`src/rtl/apb_master_arb.sv`:
```
// Two-requester APB arbiter: round-robin grant, re-timed downstream transfer,
// response returned only to the winner, watchdog on hung ACCESS phases.
module apb_master_arb #(
  parameter int unsigned APB_ADDR_WIDTH = 32,
  parameter int unsigned APB_DATA_WIDTH = 32,
  parameter int unsigned TIMEOUT_CYCLES = 255
) (
  input  logic                      clk,
  input  logic                      rst_n,

  input  logic [APB_ADDR_WIDTH-1:0] m0_paddr,
  input  logic [APB_DATA_WIDTH-1:0] m0_pwdata,
  input  logic                      m0_pwrite,
  input  logic                      m0_psel,
  input  logic                      m0_penable,
  output logic [APB_DATA_WIDTH-1:0] m0_prdata,
  output logic                      m0_pready,
  output logic                      m0_pslverr,

  input  logic [APB_ADDR_WIDTH-1:0] m1_paddr,
  input  logic [APB_DATA_WIDTH-1:0] m1_pwdata,
  input  logic                      m1_pwrite,
  input  logic                      m1_psel,
  input  logic                      m1_penable,
  output logic [APB_DATA_WIDTH-1:0] m1_prdata,
  output logic                      m1_pready,
  output logic                      m1_pslverr,

  output logic [APB_ADDR_WIDTH-1:0] out_paddr,
  output logic [APB_DATA_WIDTH-1:0] out_pwdata,
  output logic                      out_pwrite,
  output logic                      out_psel,
  output logic                      out_penable,
  input  logic [APB_DATA_WIDTH-1:0] out_prdata,
  input  logic                      out_pready,
  input  logic                      out_pslverr,

  output logic                      grant_o,
  output logic                      timeout_o
);

  // Counter keeps at least one bit so a disabled watchdog still elaborates.
  localparam int unsigned CW = (TIMEOUT_CYCLES > 0) ? $clog2(TIMEOUT_CYCLES + 1) : 1;

  typedef enum logic [1:0] {IDLE, SETUP, ACCESS, RESP} state_t;

  state_t                    state_q, state_d;
  logic                      grant_q, last_grant_q;
  logic [APB_ADDR_WIDTH-1:0] addr_q;
  logic [APB_DATA_WIDTH-1:0] wdata_q;
  logic                      write_q;
  logic [APB_DATA_WIDTH-1:0] rdata_q;
  logic                      slverr_q;
  logic [CW-1:0]             cnt_q;

  logic win_en, win_sel, cap_resp, timeout_hit;

  // Requester penable carries no information the arbiter needs: psel alone marks a pending request.
  logic unused_penable;
  assign unused_penable = m0_penable ^ m1_penable;

  always_comb begin
    state_d     = state_q;
    win_en      = 1'b0;
    win_sel     = 1'b0;
    cap_resp    = 1'b0;
    timeout_hit = 1'b0;
    unique case (state_q)
      IDLE: begin
        if (m0_psel && m1_psel) begin
          win_en  = 1'b1;
          win_sel = ~last_grant_q;
        end else if (m0_psel) begin
          win_en  = 1'b1;
          win_sel = 1'b0;
        end else if (m1_psel) begin
          win_en  = 1'b1;
          win_sel = 1'b1;
        end
        if (win_en) state_d = SETUP;
      end
      SETUP: state_d = ACCESS;
      ACCESS: begin
        if (out_pready) begin
          cap_resp = 1'b1;
          state_d  = RESP;
        end else if ((TIMEOUT_CYCLES != 0) && (cnt_q == CW'(TIMEOUT_CYCLES))) begin
          timeout_hit = 1'b1;
          state_d     = RESP;
        end
      end
      RESP: state_d = IDLE;
      default: state_d = IDLE;
    endcase
  end

  always_ff @(posedge clk or negedge rst_n) begin
    if (!rst_n) begin
      state_q      <= IDLE;
      grant_q      <= 1'b0;
      last_grant_q <= 1'b1;
      addr_q       <= '0;
      wdata_q      <= '0;
      write_q      <= 1'b0;
      rdata_q      <= '0;
      slverr_q     <= 1'b0;
      cnt_q        <= '0;
    end else begin
      state_q <= state_d;
      if (win_en) begin
        addr_q       <= win_sel ? m1_paddr  : m0_paddr;
        wdata_q      <= win_sel ? m1_pwdata : m0_pwdata;
        write_q      <= win_sel ? m1_pwrite : m0_pwrite;
        grant_q      <= win_sel;
        last_grant_q <= win_sel;
      end
      if (cap_resp) begin
        rdata_q  <= out_prdata;
        slverr_q <= out_pslverr;
      end else if (timeout_hit) begin
        rdata_q  <= '0;
        slverr_q <= 1'b1;
      end
      // Cleared on the way into SETUP; saturates rather than wrapping.
      if (win_en) begin
        cnt_q <= '0;
      end else if ((state_q == ACCESS) && (cnt_q != '1)) begin
        cnt_q <= cnt_q + CW'(1);
      end
    end
  end

  // Bus strobes decode straight from the state register so reset drops them asynchronously.
  assign out_psel    = (state_q == SETUP) || (state_q == ACCESS);
  assign out_penable = (state_q == ACCESS);
  assign out_paddr   = addr_q;
  assign out_pwdata  = wdata_q;
  assign out_pwrite  = write_q;

  assign grant_o   = grant_q;
  assign timeout_o = timeout_hit;

  // A winner that dropped psel before RESP simply never sees its response.
  assign m0_pready  = (state_q == RESP) && !grant_q && m0_psel;
  assign m1_pready  = (state_q == RESP) &&  grant_q && m1_psel;
  assign m0_prdata  = m0_pready ? rdata_q : '0;
  assign m1_prdata  = m1_pready ? rdata_q : '0;
  assign m0_pslverr = m0_pready & slverr_q;
  assign m1_pslverr = m1_pready & slverr_q;

endmodule

```
`config.mk`:
```
export PLATFORM = sky130hd
export DESIGN_NAME = apb_master_arb
export DESIGN_NICKNAME = d
export VERILOG_FILES = /design/src/rtl/apb_master_arb.sv
export SDC_FILE = /design/constraint.sdc
export NUM_CORES = 1
export LEC_CHECK = 0
export BUFFER_PORTS_ARGS = -buffer_cell sky130_fd_sc_hd__buf_2
export CELL_PAD_IN_SITES_DETAIL_PLACEMENT = 1
export CELL_PAD_IN_SITES_GLOBAL_PLACEMENT = 2
export CORE_MARGIN = 5
export CORE_UTILIZATION = 27
export DETAILED_ROUTE_END_ITERATION = 8
export PLACE_DENSITY = 0.93
export SYNTH_ARGS = -nofsm -noshare
export SYNTH_HDL_FRONTEND = slang
export SYNTH_SLANG_ARGS = --single-unit
```
`constraint.sdc`:
```
create_clock -name clk -period 3.9 [get_ports clk]
set_clock_uncertainty 0.15 [all_clocks]
set_input_delay 0.195 -clock clk [delete_from_list [all_inputs] [get_ports clk]]
set_output_delay 0.195 -clock clk [all_outputs]
set_load 0.05 [all_outputs]
```
# --- After elaboration in Yosys (flattened, before gate mapping) ---
# Index checks and enable logic that the tools add are counted.
totals:
  input_bits: 170
  word_cells: 60
  reg_bits: 110
  out_inout_bits: 137
classes:
  addsub: 1
  n_eq_ne: 7
  n_mux: 28
  reduce_logical: 12
  bitwise: 3
op_table:
  columns: ["operator", "n"]
  rows:
  - ["$mux W32", 6]
  - ["$mux W1", 16]
  - ["$mux W8", 2]
  - ["$add A8 B1 Y8 const B", 1]
  - ["$eq A8 B8 Y1 const B", 1]
  - ["$ne A8 B8 Y1 const B", 1]
  - ["$pmux W2 S4", 1]
  - ["$logic_and A1 B1 Y1", 6]
  - ["$mux W2", 3]
  - ["$eq A2 B2 Y1 const B", 2]
  - ["$reduce_bool A2 Y1", 2]
  - ["$ne A3 B1 Y1 const B", 1]
  - ["$and A1 B1 Y1", 2]
  - ["$eq A2 B1 Y1 const B", 1]
  - ["$logic_not A2 Y1", 1]
  - ["$ne A2 B1 Y1 const B", 1]
  - ["$reduce_and A2 Y1", 1]
  - ["$logic_not A1 Y1", 1]
  - ["$logic_or A1 B1 Y1", 1]
  - ["$not A1 Y1", 1]

# --- Longest topological paths before layout ---
# Gate-level depths: netlist (run 1).
logic_depth:
  word_depth: 6
  mapped_depth: 7
  ltp_nobuf: 5

# --- Least setup slack after synthesis (run 1) ---
# No wires, ideal clock.
synth_timing:
  path_kind: "reg2out"
  from: "register state_q[0]"
  to: "output timeout_o"
  path_stages_with_launch: 6
  n_path_buf: 1
  arrival_time_ns: 2.459
  path_slack_ns: 1.096
  t_required_ns: 3.555
  path_cell_list: "dfrtp_1 -> inv_1 -> ha_1 -> buf_4 -> nand3_1 -> nor3_1"
synth_between:
  elab_chain_len: 2
synth_lines:
  columns: ["element", "line", "source"]
  rows:
  - ["from (decl)", "47", "state_t state_q, state_d;"]
  - ["from (signal assigned)", "109", "state_q <= state_d;"]
  - ["$eq A2 B2 Y1", null, null]
  - ["via out_penable", "33", "output logic out_penable,"]
  - ["$mux W1", "68", "unique case (state_q)"]
  - ["to (decl)", "39", "output logic timeout_o"]
# The timed path passes the listed nets, and every way through them passes these cells.

# --- Worst setup path after layout (run 1) ---
layout_timing:
  from: "register state_q[0]"
  to: "register addr_q[18] (netlist: out_paddr[18])"
layout_between:
  elab_chain_len: 3
  word_cells_on_any_way: 4
  classes_between: "mux: 3; reduce/logical: 1"
layout_lines:
  columns: ["element", "line", "source"]
  rows:
  - ["$logic_not A2 Y1 *", "68", null]
  - ["$mux W1", "68", null]
  - ["$mux W32", "111", "addr_q <= win_sel ? m1_paddr : m0_paddr;"]
  - ["to (signal assigned)", "111", null]
  - ["to (decl)", "49", "logic [APB_ADDR_WIDTH-1:0] addr_q;"]
# Mark *: on every way between the ends. The rest lies on a longest branch, timed or not.
# A chain may end at the register's enable or synchronous reset.

==> metrics.txt, run 1 <==
# TYPE chip_impl_metric gauge
chip_impl_metric{name="gr-total-overflow",unit=""} 0
chip_impl_metric{name="worst-slew-pin-transition",unit="ns"} 1.115
chip_impl_info{name="critical_path.reg2reg.startpoint",value="state_q[0]$_DFFE_PN0P_"} 1
chip_impl_metric{name="synth_fp_nets",unit=""} 871
chip_impl_metric{name="final.min_clock_period",unit="ns"} 3.078
chip_impl_metric{name="ff2ff_path_depth",unit=""} 8
chip_impl_metric{name="cts_sinks",unit=""} 110
chip_impl_metric{name="ys_ff_latch",unit=""} 110
chip_impl_metric{name="detail_route.wirelength",unit="um"} 26490
chip_impl_metric{name="number_of_global_route_vias_before_repair",unit=""} 7678
chip_impl_info{name="netlist.top_cell.by_area",value="dfrtp_1"} 1
chip_impl_metric{name="pin_count",unit=""} 307
chip_impl_info{name="rr_endpoint",value="out_paddr[18]$_DFFE_PN0P_"} 1
chip_impl_metric{name="post_cts.resized_instances",unit=""} 0
chip_impl_metric{name="grt_max_degree",unit=""} 63
chip_impl_metric{name="detail_route.wl_per_cell",unit="um"} 18.93
chip_impl_metric{name="antenna_violating_nets_post_route",unit=""} 0
chip_impl_info{name="setup_repair_after_global_routing_missed_its_margin",value="no"} 1
chip_impl_metric{name="comb_power_share",unit="%"} 62.1
chip_impl_metric{name="die_h",unit="um"} 159.0
chip_impl_info{name="timing.hold.worst_endpoint",value="out_paddr[27]$_DFFE_PN0P_"} 1
chip_impl_metric{name="cap_violations",unit=""} 0
chip_impl_info{name="ys_top_cells_by_count",value="nand2_1 (136), dfrtp_1 (109), o21ai_0 (79)"} 1
chip_impl_info{name="worst_hold_path_type",value="in -> reg"} 1
chip_impl_metric{name="worst_ir_drop_vdd",unit="V"} 0.0003503
chip_impl_metric{name="h-tree-depth",unit=""} 3
chip_impl_metric{name="intPower",unit="W"} 0.003600
chip_impl_metric{name="reported_leakage_power",unit="nW"} 4.727
chip_impl_metric{name="hold_viol",unit=""} 0
chip_impl_metric{name="fraction_of_final_layout_cells_sized_beyond_drive_strength_1",unit="%"} 33.51
chip_impl_metric{name="setup_violations",unit=""} 0
chip_impl_metric{name="power.switching",unit="W"} 0.004022
chip_impl_metric{name="antenna_cells_inserted",unit=""} 0
chip_impl_metric{name="dr.first_iter.drc_count",unit=""} 383
chip_impl_metric{name="floorplan.initialDensity",unit="%"} 27.47
chip_impl_metric{name="finalSetupTns",unit="ns"} 0
chip_impl_metric{name="drtPass1Iterations",unit=""} 4
chip_impl_info{name="hold_path_startpoint",value="m1_paddr[27]"} 1
chip_impl_metric{name="routed-via-count",unit=""} 6956
chip_impl_metric{name="synth_enable_flop_cells",unit=""} 0
chip_impl_info{name="crit_path_end_kind",value="flop"} 1
chip_impl_metric{name="post-route-drc-count",unit=""} 0
chip_impl_metric{name="power_per_cell_area",unit="nW/um^2"} 802.6
chip_impl_metric{name="holdBufCountCts",unit=""} 151
chip_impl_metric{name="dpl.hpwl",unit="um"} 16270
chip_impl_metric{name="clockPowerShare",unit="%"} 12.2
chip_impl_info{name="synth.area.top_cells",value="dfrtp_1 (45%), nand2_1 (8.5%), o221ai_2 (7.5%)"} 1
chip_impl_info{name="worstSetupStartpointType",value="flop"} 1
chip_impl_info{name="tritoncts",value="built"} 1
chip_impl_metric{name="post_cts_buffers",unit=""} 0
chip_impl_metric{name="die_area",unit="sq um"} 25290
chip_impl_metric{name="finalNetCount",unit=""} 1289
chip_impl_metric{name="count_of_different_cell_masters_after_synthesis",unit=""} 45
chip_impl_metric{name="mappedNetlistArea",unit="sq um"} 5996
chip_impl_metric{name="synth.top_cell.area_share",unit="%"} 45.49
chip_impl_metric{name="final_area",unit="sq um"} 9497
chip_impl_info{name="clock-root-buffer",value="clkbuf_16"} 1
chip_impl_metric{name="synth-seq-area-share",unit="%"} 45.93
chip_impl_metric{name="stdcell_count",unit=""} 1399
chip_impl_metric{name="worstHoldPathCells",unit=""} 3
chip_impl_metric{name="crit_required",unit="ns"} 4.04
chip_impl_metric{name="ys.warnings.count",unit=""} 0
chip_impl_metric{name="rows",unit=""} 54
chip_impl_metric{name="achievable-frequency",unit="MHz"} 324.9
chip_impl_metric{name="grtUsageTotal",unit="%"} 20.24
chip_impl_metric{name="seq_power_share",unit="%"} 25.7
chip_impl_metric{name="power.switching_fraction",unit="%"} 52.77
chip_impl_metric{name="slew_headroom",unit="%"} 25.56
chip_impl_metric{name="critical_path.max_fanout",unit=""} 49
chip_impl_metric{name="arrival",unit="ns"} 3.22
chip_impl_metric{name="routabilityCongestion",unit=""} 0.7762
chip_impl_info{name="criticalPathCategory",value="reg -> reg"} 1
chip_impl_metric{name="syn-instance-count",unit=""} 696
chip_impl_metric{name="drt-vias-per-instance",unit=""} 4.972
chip_impl_metric{name="final.period_utilization",unit="%"} 78.93
chip_impl_metric{name="core_area",unit="sq um"} 21820
chip_impl_info{name="synth.most_common_cell",value="nand2_1"} 1
chip_impl_metric{name="layout-area-overhead-vs-synth",unit="%"} 58.39
chip_impl_metric{name="rrSetupSlack",unit="ns"} 0.82
chip_impl_metric{name="tritoncts.num_buffers",unit=""} 9
chip_impl_info{name="status",value="complete, no violations"} 1
chip_impl_info{name="ys.flop_type",value="dfrtp_1"} 1
chip_impl_metric{name="grt_antenna_before_repair",unit=""} 0
chip_impl_metric{name="dpl.cell_count",unit=""} 1230
chip_impl_metric{name="cts.path.max_buffers",unit=""} 2
chip_impl_metric{name="clock_latency_reported_for_the_late_side_of_the_worst_skew_pair",unit="ns"} 0.34
chip_impl_metric{name="total_power",unit="W"} 0.007622
chip_impl_metric{name="synthArstFlopShare",unit="%"} 100.0
chip_impl_metric{name="clkTransAtPathRegs",unit="ns"} 0.08
chip_impl_metric{name="die_w",unit="um"} 159.0
chip_impl_metric{name="synthesis.area_per_instance",unit="sq um"} 8.615
chip_impl_metric{name="port-buffer-count",unit=""} 304
chip_impl_metric{name="postPlaceCellArea",unit="sq um"} 7681
chip_impl_metric{name="grt_pass1_wl",unit="um"} 42320
chip_impl_metric{name="fillCellCount",unit=""} 2613
chip_impl_metric{name="final_max_slew_viol_count",unit=""} 0
-- cell type report --
type	instances	area (sq um)	share of cell area (%)
Clock buffer	11	242.7	2.556
Clock inverter	5	41.29	0.4348
Inverter	36	135.1	1.423
Multi-Input combinational cell	487	2783	29.30
Sequential cell	110	2754	29.00
Tap cell	280	350.3	3.689
Timing Repair Buffer	470	3191	33.60
-- placed cells by master, fill, tap and decap left out, types with 9 or more instances in the layout --
| master | netlist | routed |
|---|---|---|
| buf_4 | 7 | 11 |
| o221ai_2 | 30 | 30 |
| dfrtp_1 | 109 | 109 |
| dlygate4sd3_1 | 0 | 153 |
| a21oi_1 | 72 | 72 |
| o21ai_1 | 52 | 52 |
| buf_2 | 9 | 303 |
| nor3_1 | 36 | 36 |
| nand2_1 | 136 | 136 |
| clkbuf_16 | 0 | 9 |
| o21ai_0 | 79 | 79 |
| inv_1 | 36 | 36 |
| and2_1 | 35 | 35 |
-- logic make-up after synthesis --
logic type	synth area share, %
AO/OA/AOI/OAI	27.38
adder cells (fa/ha/maj)	1.043
buffers and inverters	8.013
flip-flops	45.93
multiplexers	0.5842
AND/OR/NAND/NOR	17.05
-- metrics by stage --
stage	setup slack, ns	hold slack (ns)	utilization (%)
global placement	1.519	0.2243	35.20
floorplan	1.096	-0.2506	-
CTS	0.9123	0.0002848	43.42
detailed placement	1.446	0.2110	35.20
global route	0.6479	0.03595	43.52
finish	0.8219	0.007859	43.52
-- metal layers --
layer | GRT usage [%] | part of all wire, % | vias up | wire length [um]
met2 | 35.23 | 50 | 286 | 13330
met5 | 0 | 0 | - | 0
met4 | 7.135 | 2.8 | 0 | 752
met3 | 5.488 | 6.8 | 51 | 1810
li1 | - | - | 3234 | -
met1 | 24.01 | 40 | 3385 | 10600
-- worst max path at each step --
stage                           start                         end  cells past startpoint
6_report       state_q[0]$_DFFE_PN0P_   out_paddr[18]$_DFFE_PN0P_                      8
5_1_grt        state_q[0]$_DFFE_PN0P_   out_paddr[18]$_DFFE_PN0P_                      8
4_1_cts        state_q[0]$_DFFE_PN0P_  out_pwdata[21]$_DFFE_PN0P_                      8
3_5_place_dp   state_q[0]$_DFFE_PN0P_  out_pwdata[19]$_DFFE_PN0P_                      7
3_3_place_gp   state_q[0]$_DFFE_PN0P_  out_pwdata[21]$_DFFE_PN0P_                      7
2_1_floorplan  state_q[0]$_DFFE_PN0P_                   timeout_o                      5
-- critical path: stages, from the launching register on --
cell and delay, ns:
dfrtp_1 0.36, inv_1 0.11, ha_2 0.23, buf_4 0.26, o21ai_4 0.32, buf_4 0.59, nand2_1 0.17, o21ai_1 0.18
dlygate4sd3_1 0.59
-- power by group through the flow --
stage	combinational (W)	sequential [W]	clock (W)
after CTS	0.00466	0.00194	0.000971
final	0.00473	0.00196	0.000933
after global routing	0.00506	0.00202	0.00101
after floorplan	0.00195	0.00300	0
after detailed placement	0.00412	0.00195	0
after global placement	0.00404	0.00193	0
-- state kept, by name, indices dropped and copies added (netlist names) --
name,count
state_q,2
slverr_q,1
out_pwrite,1
out_paddr,32
out_pwdata,32
rdata_q,32
grant_o,1
cnt_q,8
last_grant_q,1
No activity file was read; power rests on OpenSTA's default activity.
==> inputs of run 2 (changes only) <==
Settings changed: CORE_UTILIZATION 27 to 25, PLACE_DENSITY 0.93 to 0.88.
Clock period 3.9 ns to 2.9 ns, I/O delays scaled along.
==> metrics.txt, run 2 (synthesis gave the netlist of run 1 again) <==
# TYPE chip_impl_metric gauge
chip_impl_metric{name="fraction_of_final_layout_cells_sized_beyond_drive_strength_1",unit="%"} 33.25
chip_impl_metric{name="critPathBufInv",unit=""} 3
chip_impl_info{name="setup_repair_after_global_routing_missed_its_margin",value="no"} 1
chip_impl_metric{name="drt-vias-per-instance",unit=""} 4.848
chip_impl_metric{name="floorplan.initialDensity",unit="%"} 25.47
chip_impl_metric{name="grt_pass1_wl",unit="um"} 41790
chip_impl_metric{name="dpl.cell_count",unit=""} 1273
chip_impl_metric{name="finalNetCount",unit=""} 1307
chip_impl_metric{name="final_max_slew_viol_count",unit=""} 0
chip_impl_metric{name="drtPass1Iterations",unit=""} 4
chip_impl_metric{name="finalSetupTns",unit="ns"} 0
chip_impl_metric{name="grt_max_degree",unit=""} 69
chip_impl_info{name="critPathTopFamily",value="buffers and inverters"} 1
chip_impl_metric{name="post-route-drc-count",unit=""} 0
chip_impl_metric{name="cap_violations",unit=""} 0
chip_impl_metric{name="routabilityCongestion",unit=""} 0.7413
chip_impl_metric{name="port-buffer-count",unit=""} 304
chip_impl_metric{name="pin_count",unit=""} 307
chip_impl_metric{name="rows",unit=""} 56
chip_impl_info{name="worst_hold_path_type",value="in -> async"} 1
chip_impl_info{name="layout.cells.most_common_list",value="buf_2 (303), dlygate4sd3_1 (167), nand2_1 (136)"} 1
chip_impl_metric{name="post_cts_buffers",unit=""} 0
chip_impl_metric{name="h-tree-depth",unit=""} 3
chip_impl_info{name="status",value="complete, no violations"} 1
chip_impl_metric{name="final.period_utilization",unit="%"} 92.41
chip_impl_info{name="tritoncts",value="built"} 1
chip_impl_metric{name="power_per_cell_area",unit="nW/um^2"} 1077
chip_impl_metric{name="final_area",unit="sq um"} 9767
chip_impl_metric{name="pre_cts_slack",unit="ns"} 0.6667
chip_impl_info{name="crit_path_end_kind",value="flop"} 1
chip_impl_metric{name="grt_antenna_before_repair",unit=""} 2
chip_impl_metric{name="timing.critical_path.depth",unit=""} 6
chip_impl_metric{name="worst-slew-pin-transition",unit="ns"} 0.9338
chip_impl_info{name="clock-root-buffer",value="clkbuf_16"} 1
chip_impl_metric{name="tritoncts.num_buffers",unit=""} 9
chip_impl_info{name="cp_slowest_cell",value="buf_4"} 1
chip_impl_metric{name="detail_route.wl_per_cell",unit="um"} 18.26
chip_impl_metric{name="dpl.hpwl",unit="um"} 16480
chip_impl_metric{name="clkTransAtPathRegs",unit="ns"} 0.08
chip_impl_metric{name="dr.first_iter.drc_count",unit=""} 387
chip_impl_metric{name="final.min_clock_period",unit="ns"} 2.680
chip_impl_metric{name="layout-area-overhead-vs-synth",unit="%"} 62.90
chip_impl_metric{name="detail_route.wirelength",unit="um"} 26620
chip_impl_metric{name="cts_sinks",unit=""} 110
chip_impl_metric{name="routed-via-count",unit=""} 7069
chip_impl_metric{name="clock_latency_reported_for_the_late_side_of_the_worst_skew_pair",unit="ns"} 0.35
chip_impl_metric{name="antenna_violating_nets_post_route",unit=""} 0
chip_impl_metric{name="layout_setup_ws",unit="ns"} 0.2200
chip_impl_info{name="crit_chain",value="inv_1 > ha_2 > buf_4 > a21oi_1 > o21ai_1 > dlygate4sd3_1"} 1
chip_impl_metric{name="crit_required",unit="ns"} 3.03
chip_impl_metric{name="die_h",unit="um"} 164.9
chip_impl_metric{name="grtUsageTotal",unit="%"} 19.19
chip_impl_metric{name="die_w",unit="um"} 164.9
chip_impl_metric{name="timing.critical_path.slowest_cell_delay",unit="ns"} 0.61
chip_impl_metric{name="arrival",unit="ns"} 2.81
chip_impl_metric{name="ff2ff_path_depth",unit=""} 6
chip_impl_metric{name="die_area",unit="sq um"} 27180
chip_impl_metric{name="number_of_global_route_vias_before_repair",unit=""} 7761
chip_impl_info{name="worstSetupStartpointType",value="flop"} 1
chip_impl_metric{name="gr-total-overflow",unit=""} 0
chip_impl_info{name="criticalPathCategory",value="reg -> reg"} 1
chip_impl_metric{name="hold_viol",unit=""} 0
chip_impl_metric{name="stdcell_count",unit=""} 1458
chip_impl_metric{name="cts.path.max_buffers",unit=""} 2
chip_impl_metric{name="worst_ir_drop_vdd",unit="V"} 0.0005339
chip_impl_metric{name="critical_path.max_fanout",unit=""} 68
chip_impl_metric{name="setup_violations",unit=""} 0
chip_impl_metric{name="slew_headroom",unit="%"} 37.51
chip_impl_metric{name="postPlaceCellArea",unit="sq um"} 7785
chip_impl_metric{name="achievable-frequency",unit="MHz"} 373.1
chip_impl_info{name="layout_commonest_cell",value="buf_2"} 1
chip_impl_metric{name="reported_leakage_power",unit="nW"} 4.832
chip_impl_metric{name="core_area",unit="sq um"} 23540
[run 2: cell types whose count changed in the layout (fill, tap and decap cells not counted), sizes merged]
cell / delta
bufinv: +1
buf: +4
dlygate4sd3: +14
clkinv: -1
diode: +2
[run 2: area by class of cell]
type,count,area [sq um]
fill,2888,13780
timing repair buffer,488,3386
multi-input combinational,487,2789
sequential,110,2754
tap,319,399.1
clock buffer,11,232.7
inverter,36,135.1
clock inverter,5,66.31
antenna,2,5.005
[run 2: timing repair]
action,CTS,global route
setup endpoints to repair,0,11
endpoints found under the hold margin,140,0
gates resized for setup,0,1
hold buffers,167,0
[run 2: worst paths after layout]
check / startpoint / end / slack, ns
max in group asynchronous: rst_n / out_paddr[11]$_DFFE_PN0P_ / 1.63
setup / recovery: state_q[0]$_DFFE_PN0P_ / out_paddr[2]$_DFFE_PN0P_ / 0.22
hold / removal: rst_n / rdata_q[23]$_DFFE_PN0P_ / 0.20
hold reg to reg: cnt_q[6]$_DFFE_PN0P_ / cnt_q[6]$_DFFE_PN0P_ / 0.37
min in group clk: m1_psel / state_q[0]$_DFFE_PN0P_ / 0.25
setup reg to reg: state_q[0]$_DFFE_PN0P_ / out_paddr[2]$_DFFE_PN0P_ / 0.22
[run 2: routing by layer]
layer | part of all wire (%) | track usage, %
met5 | 0.041 | 0
met4 | 3.1 | 6.389
met3 | 7.8 | 5.690
met2 | 49 | 33.23
met1 | 40 | 22.72
[run 2: worst register-to-register path, stage by stage (launching register included)]
cell and delay, ns:
dfrtp_1 0.39, inv_1 0.16, ha_2 0.27, buf_4 0.61
a21oi_1 0.28, o21ai_1 0.19, dlygate4sd3_1 0.56
[run 2: stage by stage]
step,utilization (%),hold WS (ns),total power (W)
floorplan,-,-0.3006,0.006662
global placement,33.07,0.05540,0.008094
detailed placement,33.07,0.05248,0.008212
CTS,41.44,0.2170,0.01047
global route,41.48,0.2510,0.01121
finish,41.49,0.1954,0.01052
[run 2: report_power, final]
group | leakage (nW) | internal (W) | switching (W) | total, W
sequential | 1.32 | 0.00221 | 0.000425 | 0.00263
combinational | 3.37 | 0.00221 | 0.00436 | 0.00657
clock | 0.142 | 0.000685 | 0.000638 | 0.00132
total | 4.83 | 0.00510 | 0.00542 | 0.0105
==> inputs of run 3 (changes only) <==
Settings changed: CELL_PAD_IN_SITES_DETAIL_PLACEMENT 1 to 2.
==> metrics.txt, run 3 (synthesis gave the netlist of run 1 again) <==
# TYPE chip_impl_metric gauge
chip_impl_info{name="layout_commonest_cell",value="buf_2"} 1
chip_impl_info{name="crit_path_end_kind",value="flop"} 1
chip_impl_metric{name="routed-via-count",unit=""} 7237
chip_impl_metric{name="achievable-frequency",unit="MHz"} 369.2
chip_impl_metric{name="dpl.hpwl",unit="um"} 18990
chip_impl_metric{name="dr.first_iter.drc_count",unit=""} 240
chip_impl_info{name="cp_slowest_cell",value="dlygate4sd3_1"} 1
chip_impl_metric{name="critPathBufInv",unit=""} 3
chip_impl_metric{name="power_per_cell_area",unit="nW/um^2"} 1127
chip_impl_metric{name="arrival",unit="ns"} 2.84
chip_impl_metric{name="grtUsageMet1",unit="%"} 26.02
chip_impl_metric{name="die_h",unit="um"} 164.9
chip_impl_metric{name="pre_cts_slack",unit="ns"} 0.5795
chip_impl_metric{name="crit_required",unit="ns"} 3.03
chip_impl_metric{name="detail_route.wirelength",unit="um"} 33040
chip_impl_metric{name="antenna_violating_nets_post_route",unit=""} 0
chip_impl_metric{name="setup_violations",unit=""} 0
chip_impl_metric{name="grtUsageTotal",unit="%"} 23.62
chip_impl_metric{name="h-tree-depth",unit=""} 3
chip_impl_metric{name="post-route-drc-count",unit=""} 0
chip_impl_metric{name="grtUsageMet2",unit="%"} 44.48
chip_impl_metric{name="critical_path.max_fanout",unit=""} 29
chip_impl_metric{name="grt_max_degree",unit=""} 69
chip_impl_metric{name="gr-total-overflow",unit=""} 0
chip_impl_metric{name="fraction_of_final_layout_cells_sized_beyond_drive_strength_1",unit="%"} 33.54
chip_impl_metric{name="port-buffer-count",unit=""} 304
chip_impl_info{name="crit_path_frequent_cell",value="o21ai_0"} 1
chip_impl_info{name="layout.cells.most_common_list",value="buf_2 (303), dlygate4sd3_1 (161), nand2_1 (136)"} 1
chip_impl_metric{name="pin_count",unit=""} 307
chip_impl_info{name="worstSetupStartpointType",value="flop"} 1
chip_impl_metric{name="number_of_global_route_vias_before_repair",unit=""} 8388
chip_impl_metric{name="worst_ir_drop_vdd",unit="V"} 0.0004750
chip_impl_metric{name="slew_headroom",unit="%"} 35.25
chip_impl_metric{name="hold_viol",unit=""} 0
chip_impl_metric{name="final_max_slew_viol_count",unit=""} 0
chip_impl_info{name="clock-root-buffer",value="clkbuf_16"} 1
chip_impl_metric{name="die_w",unit="um"} 164.9
chip_impl_metric{name="finalNetCount",unit=""} 1301
chip_impl_info{name="grt_most_used_layer",value="met2"} 1
chip_impl_metric{name="cap_violations",unit=""} 0
chip_impl_metric{name="floorplan.initialDensity",unit="%"} 25.47
chip_impl_metric{name="cts.path.max_buffers",unit=""} 2
chip_impl_metric{name="clock_latency_reported_for_the_late_side_of_the_worst_skew_pair",unit="ns"} 0.36
chip_impl_metric{name="finalSetupTns",unit="ns"} 0
chip_impl_metric{name="timing.critical_path.slowest_cell_delay",unit="ns"} 0.60
chip_impl_metric{name="grt_pass1_wl",unit="um"} 49720
chip_impl_metric{name="post_cts_buffers",unit=""} 0
chip_impl_metric{name="drtPass1Iterations",unit=""} 6
chip_impl_info{name="tritoncts",value="built"} 1
chip_impl_metric{name="tritoncts.num_buffers",unit=""} 9
chip_impl_metric{name="grt_antenna_before_repair",unit=""} 5
chip_impl_info{name="status",value="complete, no violations"} 1
chip_impl_metric{name="layout_setup_ws",unit="ns"} 0.1915
chip_impl_info{name="critPathTopFamily",value="buffers and inverters"} 1
chip_impl_metric{name="final.min_clock_period",unit="ns"} 2.709
chip_impl_metric{name="reported_leakage_power",unit="nW"} 4.826
chip_impl_info{name="setup_repair_after_global_routing_missed_its_margin",value="no"} 1
chip_impl_info{name="crit_chain",value="inv_1 > ha_2 > o21a_4 > buf_4 > o21ai_0 > o21ai_0 > dlygate4sd3_1"} 1
chip_impl_metric{name="layout-area-overhead-vs-synth",unit="%"} 62.75
chip_impl_metric{name="cts_sinks",unit=""} 110
chip_impl_metric{name="drt-vias-per-instance",unit=""} 4.981
chip_impl_metric{name="worst-slew-pin-transition",unit="ns"} 0.9675
chip_impl_metric{name="rows",unit=""} 56
chip_impl_metric{name="hold_slack",unit="ns"} 0.001942
chip_impl_metric{name="clkTransAtPathRegs",unit="ns"} 0.08
chip_impl_metric{name="global_route.usage.met3",unit="%"} 5.940
chip_impl_info{name="worst_hold_path_type",value="in -> reg"} 1
chip_impl_metric{name="detail_route.wl_per_cell",unit="um"} 22.74
chip_impl_metric{name="die_area",unit="sq um"} 27180
chip_impl_metric{name="routabilityCongestion",unit=""} 0.7413
chip_impl_metric{name="core_area",unit="sq um"} 23540
chip_impl_metric{name="final.period_utilization",unit="%"} 93.40
chip_impl_info{name="criticalPathCategory",value="reg -> reg"} 1
==> run 3: changes by cell type in the layout (fill, tap and decap cells not counted) <==
cell | before | now
dlygate4sd3_1 | 167 | 161
bufinv_16 | 1 | 3
clkbuf_1 | 2 | 0
diode_2 | 2 | 4
buf_4 | 13 | 12
buf_6 | 0 | 1
clkinvlp_4 | 1 | 0
inv_6 | 1 | 2
inv_8 | 1 | 0
==> run 3: power breakdown <==
part / total (W) / internal [W] / switching, W
clock: 0.00149 / 0.000851 / 0.000641
sequential: 0.00272 / 0.00221 / 0.000508
combinational: 0.00679 / 0.00215 / 0.00464
total: 0.0110 / 0.00521 / 0.00579
==> run 3: worst paths after layout <==
kind / start / end / slack (ns) / depth (start not counted)
setup / recovery: state_q[0]$_DFFE_PN0P_ / out_pwdata[15]$_DFFE_PN0P_ / 0.19 / 7
hold / removal: m1_pwdata[24] / out_pwdata[24]$_DFFE_PN0P_ / 0.002 / 3
setup reg to reg: state_q[0]$_DFFE_PN0P_ / out_pwdata[15]$_DFFE_PN0P_ / 0.19 / 7
min in group asynchronous: rst_n / rdata_q[23]$_DFFE_PN0P_ / 0.20 / 2
hold reg to reg: out_pwdata[13]$_DFFE_PN0P_ / out_pwdata[13]$_DFFE_PN0P_ / 0.36 / 2
max in group asynchronous: rst_n / out_paddr[11]$_DFFE_PN0P_ / 1.63 / 3
==> run 3: area by class of cell <==
class                           count  area (sq um)
Inverter                           36         135.1
Fill cell                        2625         13780
Clock buffer                        9         225.2
Clock inverter                      6         116.4
Timing Repair Buffer              482          3329
Tap cell                          319         399.1
Sequential cell                   110          2754
Antenna cell                        4         10.01
Multi-Input combinational cell    487          2789
==> run 3: worst min-delay path, stage by stage <==
cell	delay, ns
buf_2	0.07
o21ai_0	0.09
o21ai_0	0.16
==> run 3: timing repair <==
item / in CTS / in global routing
hold endpoints to repair: 140 / 1
setup endpoints to repair: 0 / 16
hold buffers: 160 / 1
gates resized for setup: 0 / 2
==> run 3: layer usage <==
| layer | routed length [um] | vias to the layer above |
|---|---|---|
| met2 | 17470 | 256 |
| met4 | 942 | 4 |
| li1 | - | 3274 |
| met1 | 12640 | 3644 |
| met5 | 27 | - |
| met3 | 1959 | 59 |
==> run 3: metrics by stage <==
| stage | power (W) | util (%) | instances | instance area [sq um] |
|---|---|---|---|---|
| 3_5_place_dp | 0.008351 | 33.07 | 1273 | 7785 |
| 2_1_floorplan | 0.006662 | - | 696 | 5996 |
| 6_report | 0.01100 | 41.45 | 1453 | 9758 |
| 3_3_place_gp | 0.008094 | 33.07 | 1273 | 7785 |
| 5_1_grt | 0.01159 | 41.44 | 1452 | 9756 |
| 4_1_cts | 0.01069 | 41.32 | 1448 | 9728 |
